==> src/rtl/game_pkg.sv <==
// Shared definitions for the memory game: tile codes, sequence sizing,
// difficulty lengths and the player input checker state encoding.
package game_pkg;

    // Tile codes as stored in the sequence memory
    localparam logic [1:0] TILE0 = 2'd0;
    localparam logic [1:0] TILE1 = 2'd1;
    localparam logic [1:0] TILE2 = 2'd2;
    localparam logic [1:0] TILE3 = 2'd3;

    // Sequence sizing shared with the playback controller
    localparam int GAME_ADDR_W  = 6;
    localparam int GAME_SEQ_MAX = 16;

    // Round lengths used by the top-level game FSM
    localparam int EASY_LEN   = 3;
    localparam int NORMAL_LEN = 6;
    localparam int HARD_LEN   = 9;

    // Player input checker states
    typedef enum logic [3:0] {
        ST_IDLE,
        ST_FETCH,
        ST_LATCH,
        ST_ARM,
        ST_WAIT_KEY,
        ST_COMPARE,
        ST_FLASH,
        ST_RELEASE,
        ST_PASS,
        ST_FAIL
    } pic_state_t;

    // Encode a pressed-key vector to a tile code; the lowest set bit wins,
    // which only matters for multi-key vectors that are rejected anyway.
    function automatic logic [1:0] onehot_to_tile(input logic [3:0] onehot);
        logic [1:0] tile;
        tile = TILE0;
        for (int i = 3; i >= 0; i--) begin
            if (onehot[i]) tile = 2'(i);
        end
        return tile;
    endfunction

endpackage

==> src/rtl/key_sync_decode.sv <==
// Brings the asynchronous active-low tile keys into the clock domain and
// decodes them into press summary flags plus the tile code of a single press.
module key_sync_decode
    import game_pkg::*;
(
    input  logic       clock,
    input  logic       resetn,
    input  logic [3:0] keys,
    output logic       pressed_any,
    output logic       pressed_multi,
    output logic [1:0] pressed_tile,
    output logic       all_released
);

    logic [3:0] r_sync1;
    logic [3:0] r_sync2;
    logic [3:0] w_pressed;

    // Two-flop synchronizer on the raw key lines
    always_ff @(posedge clock or negedge resetn) begin
        // NOTE: synchronizer flops reset to 1 so that an active-low key reads
        // as released out of reset rather than as a spurious four-key press.
        if (!resetn) begin
            r_sync1 <= '1;
            r_sync2 <= '1;
        end else begin
            r_sync1 <= keys;
            r_sync2 <= r_sync1;
        end
    end

    assign w_pressed     = ~r_sync2;
    assign pressed_any   = |w_pressed;
    // Clearing the lowest set bit leaves something only if two or more were set
    assign pressed_multi = (w_pressed & (w_pressed - 4'd1)) != 4'd0;
    assign all_released  = ~pressed_any;
    assign pressed_tile  = onehot_to_tile(w_pressed);

endmodule

==> config.mk <==
export PLATFORM = sky130hd
export DESIGN_NAME = key_sync_decode
export DESIGN_NICKNAME = d
export VERILOG_FILES = /design/src/rtl/game_pkg.sv /design/src/rtl/key_sync_decode.sv
export SDC_FILE = /design/constraint.sdc
export NUM_CORES = 1
export LEC_CHECK = 0
export ABC_CLOCK_PERIOD_IN_PS = 1500
export BUFFER_PORTS_ARGS = -buffer_cell sky130_fd_sc_hd__buf_4
export CAP_MARGIN = 15
export CORE_AREA = 2 2 39 41
export DETAILED_ROUTE_END_ITERATION = 10
export DIE_AREA = 0 0 41 43
export SYNTH_ARGS = -nofsm -noshare
export SYNTH_HDL_FRONTEND = slang
export SYNTH_SLANG_ARGS = --single-unit
==> constraint.sdc <==
create_clock -name clock -period 1.5 [get_ports clock]
set_clock_uncertainty 0.15 [all_clocks]
set_input_delay 0.075 -clock clock [delete_from_list [all_inputs] [get_ports clock]]
set_output_delay 0.075 -clock clock [all_outputs]
set_load 0.01 [all_outputs]
==> results_dict.tcl, run 1 <==
set metrics [dict create \
    crit_family "flip-flops" \
    synth_top_family_by_area "compound AO/OA/AOI/OAI gates" \
    gp_congestion 0.577 \
    clk_pin_slew_ps 50 \
    crit_slowest_cell "dfstp_2" \
    antenna_found_initial 0 \
    path_max_fanout 5 \
    synth_area_leaders "dfstp_2, a21boi_1, nand2_1" \
    drive_above_1_share 0.583 \
    fin_crit_sh 0.938 \
    crit_type "reg -> out" \
    synthAdderAreaFrac 0 \
    layout.nets 44 \
    maxCapViolCount 0 \
    routed_via_density 3.75 \
    die_w_um 41 \
    nFillCells 140 \
    cts.path.max_buffers 2 \
    synth-simple-area-share 0.0896 \
    cts_sinks 8 \
    start_util 0.192 \
    dp.cells 44 \
    async_reset_ff_frac 1.00 \
    worst_pin_slew_ps 141 \
    grt_start_max_net_pins 9 \
    synth_nets 24 \
    r2r_cells 0 \
    antenna_cells 0 \
    max_freq_mhz 711 \
    ys_seq_area_frac 0.792 \
    drt_iter0_markers 2 \
    synthTopCellsByCount "dfstp_2, nand2_1" \
    coreArea_mm2 0.00138 \
    area_growth_pct 63.2 \
    dieArea_mm2 0.00176 \
    power_density_mw_per_mm2 1030 \
    cts_tree "yes" \
    grtUsageTotal 0.0611 \
    drv_slew 0 \
    grt_setup_unrepaired "false" \
    arrival_ps 1180 \
    die_height_um 43 \
    syn_inst 18 \
    synth_compound_area_frac 0.104 \
    port-buffer-count 10 \
    fin_crit_ps 1410 \
    numCtsBuffers 3 \
    synth_top_cell_area_share 0.792 \
    hold_path.class "in -> async" \
    critPathMaxStageDelay_ps 560 \
    htreeDepth 1 \
    slew_headroom 0.905 \
    ir_worst_vdd_v 0.000391 \
    postCtsSetupRepairBufs 0 \
    yosysMostFrequentCell "dfstp_2" \
    synth_seq_cells 8 \
    hold_viol_final 0 \
    pin_count 11 \
    reg2reg_slack_ps 780 \
    grt_pass1_wl_um 641 \
    reg2reg_to "r_sync2[1]$_DFF_PN1_" \
    worstSetupStartpointType "register" \
    fin_cells 52 \
    drt_wl_total_um 435 \
    synth_top_area_cell "dfstp_2" \
    grt_pass1_vias 176 \
    cts_resized 0 \
    p_leak_nw 0.194 \
    ys_warn_count 0 \
    r2r_start "r_sync1[1]$_DFF_PN1_" \
    grt-ovfl-total 0 \
    first_pass_iters 2 \
    drc_errors 0 \
    crit_buf_inv 1 \
    synth_edf_count 0 \
    crit_chain "nand2_1, o21a_1, buf_4" \
    status "complete, no violations" \
    required_ps 1270 \
    yosys_most_used_dff "dfstp_2" \
    clock_latency_ps 250 \
    via_count 195 \
    syn-cell-area_um2 265 \
    yosysUniqueCellTypes 10 \
    synth_mux_area_frac 0 \
    rows 14 \
    wire_per_inst_um 8.37 \
    fin_util 0.313 \
    setup_violations 0 \
    detail-route-antenna-nets 0 \
    setup.worst_path.end_class "output port" \
    cts-root-buf "clkbuf_4" \
    setup_tns_ps 0 \
    syn_area_per_cell_um2 14.7 \
    synth_xor_area_frac 0 \
]
==> layout by cell type (no fill, tap or decap) <==
cell type / Yosys / final
o211ai_1: 1 / 1
buf_4: 0 / 10
nand2_1: 2 / 2
a21boi_1: 1 / 1
nand4_1: 1 / 1
nand2b_1: 1 / 1
nor2_1: 1 / 1
inv_1: 1 / 1
dfstp_2: 8 / 8
dlygate4sd3_1: 0 / 5
clkbuf_4: 0 / 3
o21a_1: 1 / 1
a21oi_1: 1 / 1
==> where the power goes <==
| part | switching, mW | internal [mW] |
|---|---|---|
| Combinational | 0.0158 | 0.0297 |
| Clock | 0.0658 | 0.0911 |
| Sequential | 0.00794 | 0.236 |
| Total | 0.0896 | 0.357 |
==> area by class of cell <==
cell class | instances | area [um^2] | area share
clock buffers | 3 | 22.5 | 0.0520
inverters | 1 | 3.75 | 0.00867
multi-input cells | 9 | 51.3 | 0.118
flip-flops and latches | 8 | 210 | 0.486
well taps | 16 | 20.0 | 0.0462
repair buffers | 15 | 125 | 0.289
==> stage by stage <==
step	power, mW	hold WS (ps)	setup WS (ps)	instance area (um^2)
6_report	0.447	199	93.2	433
5_1_grt	0.474	211	36.9	433
4_1_cts	0.457	196	71.3	433
3_5_place_dp	0.283	-71.6	346	360
3_3_place_gp	0.282	-76.2	362	360
2_1_floorplan	0.257	-223	427	265
==> layer usage <==
metal | part of all wire | up-vias | track usage
met3 | 0.097 | 0 | 0.0314
met4 | 0 | 0 | 0.0600
met5 | 0 | - | 0
li1 | - | 98 | -
met1 | 0.41 | 86 | 0.0640
met2 | 0.49 | 11 | 0.0813
==> how the worst max path moves through the flow <==
| stage | startpoint | endpoint | cells after the start |
|---|---|---|---|
| 2_1_floorplan | r_sync2[1]$_DFF_PN1_ | all_released | 2 |
| 3_3_place_gp | r_sync2[2]$_DFF_PN1_ | pressed_multi | 3 |
| 3_5_place_dp | r_sync2[2]$_DFF_PN1_ | pressed_multi | 3 |
| 4_1_cts | r_sync2[2]$_DFF_PN1_ | pressed_multi | 3 |
| 5_1_grt | r_sync2[2]$_DFF_PN1_ | pressed_multi | 3 |
| 6_report | r_sync2[2]$_DFF_PN1_ | pressed_multi | 3 |
==> kinds of logic (layout without fill, tap and decap cells) <==
logic type | Yosys count | count (layout)
compound gates | 4 | 4
buf+inv | 1 | 19
flops | 8 | 8
simple gates | 5 | 5
==> state kept, by name, indices dropped and copies added (netlist names) <==
register / flops
r_sync1: 4
r_sync2: 4
==> repair_timing <==
item,CTS,global route
endpoints found under the hold margin,12,0
setup endpoints to repair,0,0
hold buffers,5,0
Note: power is estimated with default switching activity, not from simulation.
==> run 2, diff against run 1 <==
--- a/config.mk
+++ b/config.mk
@@ -9,7 +9,10 @@
 export BUFFER_PORTS_ARGS = -buffer_cell sky130_fd_sc_hd__buf_4
 export CAP_MARGIN = 15
+export CELL_PAD_IN_SITES_DETAIL_PLACEMENT = 0
+export CELL_PAD_IN_SITES_GLOBAL_PLACEMENT = 1
 export CORE_AREA = 2 2 39 41
 export DETAILED_ROUTE_END_ITERATION = 10
 export DIE_AREA = 0 0 41 43
+export PLACE_DENSITY_LB_ADDON = 0.1
 export SYNTH_ARGS = -nofsm -noshare
 export SYNTH_HDL_FRONTEND = slang
==> constraint.sdc (replaced) <==
create_clock -name clock -period 1.5 [get_ports clock]
set_clock_uncertainty 0.15 [all_clocks]
set_input_delay 0.15 -clock clock [delete_from_list [all_inputs] [get_ports clock]]
set_output_delay 0.15 -clock clock [all_outputs]
set_load 0.01 [all_outputs]
==> results_dict.tcl, run 2 (synthesis gave the netlist of run 1 again) <==
set metrics [dict create \
    crit_slowest_cell "dfstp_2" \
    cts-root-buf "clkbuf_4" \
    postCtsSetupRepairBufs 0 \
    critPathMaxStageDelay_ps 560 \
    top_regs "r_sync1 x4, r_sync2 x4" \
    final_common_cell "buf_4" \
    rows 14 \
    worstSetupStartpointType "register" \
    fin_area_um2 437 \
    first_pass_iters 1 \
    drt_iter0_markers 0 \
    placed_area_um2 360 \
    grtUsageTotal 0.0661 \
    drc_errors 0 \
    worst_pin_slew_ps 146 \
    routed_via_density 3.85 \
    maxCapViolCount 0 \
    multiInputGateArea_um2 51.3 \
    grt_pass1_vias 203 \
    via_count 200 \
    hold_viol_final 0 \
    drt_wl_total_um 415 \
    grt_start_max_net_pins 9 \
    setup.worst_path.end_class "output port" \
    die_w_um 41 \
    dieArea_mm2 0.00176 \
    antenna_cells 0 \
    path_max_fanout 5 \
    clk_pin_slew_ps 50 \
    status "complete, no violations" \
    slew_headroom 0.902 \
    grt_pass1_wl_um 717 \
    required_ps 1200 \
    layout.nets 44 \
    cts_sinks 8 \
    htreeDepth 1 \
    crit_chain "nor2_1, o21a_1, buf_6" \
    nFillCells 152 \
    die_height_um 43 \
    drive_above_1_share 0.583 \
    final_cell_mix "buf_4, dfstp_2, dlygate4sd3_1" \
    hold_path.class "reg -> reg" \
    fin_cells 52 \
    fin_util 0.316 \
    wire_per_inst_um 7.98 \
    start_util 0.192 \
    regArea_um2 210 \
    arrival_ps 1150 \
    crit_family "flip-flops" \
    power_density_mw_per_mm2 1020 \
    dp.cells 44 \
    fin_crit_sh 0.968 \
    crit_type "reg -> out" \
    whs_ps 203 \
    p_leak_nw 0.195 \
    max_freq_mhz 688 \
    grt-ovfl-total 0 \
    grt_setup_unrepaired "true" \
    pin_count 11 \
    detail-route-antenna-nets 0 \
    antenna_found_initial 0 \
    area_growth_pct 64.6 \
    cts.path.max_buffers 2 \
    numCtsBuffers 3 \
    drv_slew 0 \
    fin_crit_ps 1450 \
    gp_congestion 0.573 \
    port-buffer-count 10 \
    ir_worst_vdd_v 0.000535 \
    setup_violations 0 \
    p_total_mw 0.444 \
    crit_buf_inv 1 \
    coreArea_mm2 0.00138 \
    clock_latency_ps 240 \
    cts_tree "yes" \
]
[run 2: power breakdown]
| group | internal, mW | switching [mW] | total [mW] | leakage, nW |
|---|---|---|---|---|
| Clock | 0.0908 | 0.0620 | 0.153 | 0.0138 |
| Sequential | 0.236 | 0.00792 | 0.244 | 0.0841 |
| Combinational | 0.0310 | 0.0164 | 0.0474 | 0.0972 |
[run 2: what timing repair did]
action,in CTS,in global routing
endpoints found under the hold margin,12,0
gates resized for setup,0,1
setup endpoints to repair,0,2
hold buffers,5,0
[run 2: worst paths after layout]
path | endpoint | from | cells after the start | slack (ps)
worst max-delay path | pressed_multi | r_sync2[1]$_DFF_PN1_ | 3 | 50
worst min-delay path | r_sync2[0]$_DFF_PN1_ | r_sync1[0]$_DFF_PN1_ | 0 | 200
worst max register to register | r_sync2[1]$_DFF_PN1_ | r_sync1[1]$_DFF_PN1_ | 0 | 780
worst min register to register | r_sync2[0]$_DFF_PN1_ | r_sync1[0]$_DFF_PN1_ | 0 | 200
max in group asynchronous | r_sync2[3]$_DFF_PN1_ | resetn | 2 | 890
min in group asynchronous | r_sync1[1]$_DFF_PN1_ | resetn | 2 | 290
[run 2: cell type report]
cell class	count	area share
tap	16	0.0458
sequential	8	0.481
clock buffer	3	0.0516
timing repair buffer	15	0.295
inverter	1	0.00860
multi-input combinational	9	0.117
[run 2: per-stage QoR]
stage	setup TNS [ps]	worst slack (ps)
4_1_cts	0	14.1
5_1_grt	-13.7	-13.7
3_3_place_gp	0	285
2_1_floorplan	0	352
3_5_place_dp	0	285
6_report	0	47.5
[run 2: layer usage]
| metal | vias up | GRT usage | part of all wire |
|---|---|---|---|
| met5 | - | 0 | 0 |
| met4 | 0 | 0.100 | 0.019 |
| met3 | 2 | 0.0157 | 0.11 |
| met2 | 10 | 0.0781 | 0.48 |
| met1 | 91 | 0.0738 | 0.39 |
| li1 | 97 | - | - |
==> run 3, diff against run 2 <==
CELL_PAD_IN_SITES_DETAIL_PLACEMENT = 1   (was 0)
==> results_dict.tcl, run 3 (synthesis gave the netlist of run 1 again) <==
set metrics [dict create \
    status "complete, no violations" \
    routed_via_density 4.02 \
    maxCapViolCount 0 \
    grt_start_max_net_pins 9 \
    gp_congestion 0.573 \
    numCtsBuffers 3 \
    antenna_cells 0 \
    crit_cells 3 \
    worst_pin_slew_ps 149 \
    ir_worst_vdd_v 0.000493 \
    wire_per_inst_um 9.33 \
    port-buffer-count 10 \
    crit_start "r_sync2[3]$_DFF_PN1_" \
    drt_wl_total_um 485 \
    grt_pass1_vias 217 \
    min-delay-start "r_sync1[0]$_DFF_PN1_" \
    final_cell_mix "buf_4, dfstp_2, dlygate4sd3_1" \
    fin_util 0.317 \
    top_regs "r_sync1 x4, r_sync2 x4" \
    rows 14 \
    detail-route-antenna-nets 0 \
    antenna_found_initial 0 \
    drive_above_1_share 0.611 \
    arrival_ps 1160 \
    drc_errors 0 \
    drt_iter0_markers 1 \
    layout.nets 44 \
    crit_chain "nand2_2, o21a_1, buf_6" \
    r2r_cells 0 \
    cts_sinks 8 \
    endpoint "pressed_multi" \
    hold_viol_final 0 \
    crit_type "reg -> out" \
    clock_latency_ps 240 \
    crit_family "flip-flops" \
    setup_violations 0 \
    setup_tns_ps 0 \
    nFillCells 161 \
    power_density_mw_per_mm2 1020 \
    start_util 0.192 \
    htreeDepth 1 \
    pin_count 11 \
    final_common_cell "buf_4" \
    fin_crit_ps 1460 \
    die_w_um 41 \
    grt-ovfl-total 0 \
    required_ps 1200 \
    worstSetupStartpointType "register" \
    dieArea_mm2 0.00176 \
    fin_crit_sh 0.972 \
    p_leak_nw 0.196 \
    coreArea_mm2 0.00138 \
    path_max_fanout 5 \
    hold_path.class "reg -> reg" \
    max_freq_mhz 686 \
    drv_slew 0 \
    die_height_um 43 \
    reg2reg_to "r_sync2[1]$_DFF_PN1_" \
    first_pass_iters 2 \
    grt_setup_unrepaired "true" \
    cts-root-buf "clkbuf_4" \
    grt_pass1_wl_um 828 \
    reg2reg_slack_ps 780 \
    slew_headroom 0.901 \
    r2r_start "r_sync1[1]$_DFF_PN1_" \
    cts_tree "yes" \
    critPathMaxStageDelay_ps 560 \
    setup.worst_path.end_class "output port" \
    grtUsageTotal 0.0765 \
    min_path_cells 0 \
    clk_pin_slew_ps 50 \
    crit_slowest_cell "dfstp_2" \
    via_count 209 \
    crit_buf_inv 1 \
    area_growth_pct 65.6 \
    cts.path.max_buffers 2 \
]
run 3: metrics by stage:
stage / worst slack (ps) / area [um^2] / hold WS (ps) / total power, mW / cells
floorplan: 352 / 265 / -148 / 0.257 / 18
global placement: 285 / 360 / 0.195 / 0.282 / 44
detailed placement: 273 / 360 / 6.98 / 0.284 / 44
CTS: 3.08 / 433 / 204 / 0.453 / 52
global route: -9.24 / 439 / 209 / 0.474 / 52
finish: 41.7 / 439 / 203 / 0.449 / 52
run 3: power breakdown:
| part | switching [mW] | internal [mW] | leakage (nW) |
|---|---|---|---|
| clock network | 0.0648 | 0.0910 | 0.0138 |
| logic | 0.0169 | 0.0313 | 0.0976 |
| registers | 0.00875 | 0.236 | 0.0841 |
run 3: repair_timing:
item                       CTS  global route
gates resized for setup      0             2
setup endpoints to repair    0             3
hold buffers                 5             0
buffers inserted             0             0
hold endpoints to repair    12             0
run 3: area by class of cell:
cell class / instances / area (um^2) / share of cell area
timing repair buffer: 15 / 129 / 0.293
multi-input combinational: 9 / 53.8 / 0.123
clock buffer: 3 / 22.5 / 0.0513
inverter: 1 / 3.75 / 0.00855
sequential: 8 / 210 / 0.479
tap: 16 / 20.0 / 0.0456
run 3: worst min-delay path by stage:
stage                                       to
after floorplan           r_sync1[0]$_DFF_PN1_
after global placement    r_sync1[2]$_DFF_PN1_
after detailed placement  r_sync1[2]$_DFF_PN1_
after CTS                 r_sync2[0]$_DFF_PN1_
after global routing      r_sync2[0]$_DFF_PN1_
final                     r_sync2[0]$_DFF_PN1_
run 3: layer usage:
metal,wire length (um),track usage,share of wire,vias to the layer above
met1,171,0.0709,0.35,100
met5,0,0,0,-
met2,271,0.113,0.56,10
met3,34,0.0157,0.070,2
li1,-,-,-,97
met4,8,0.100,0.016,0
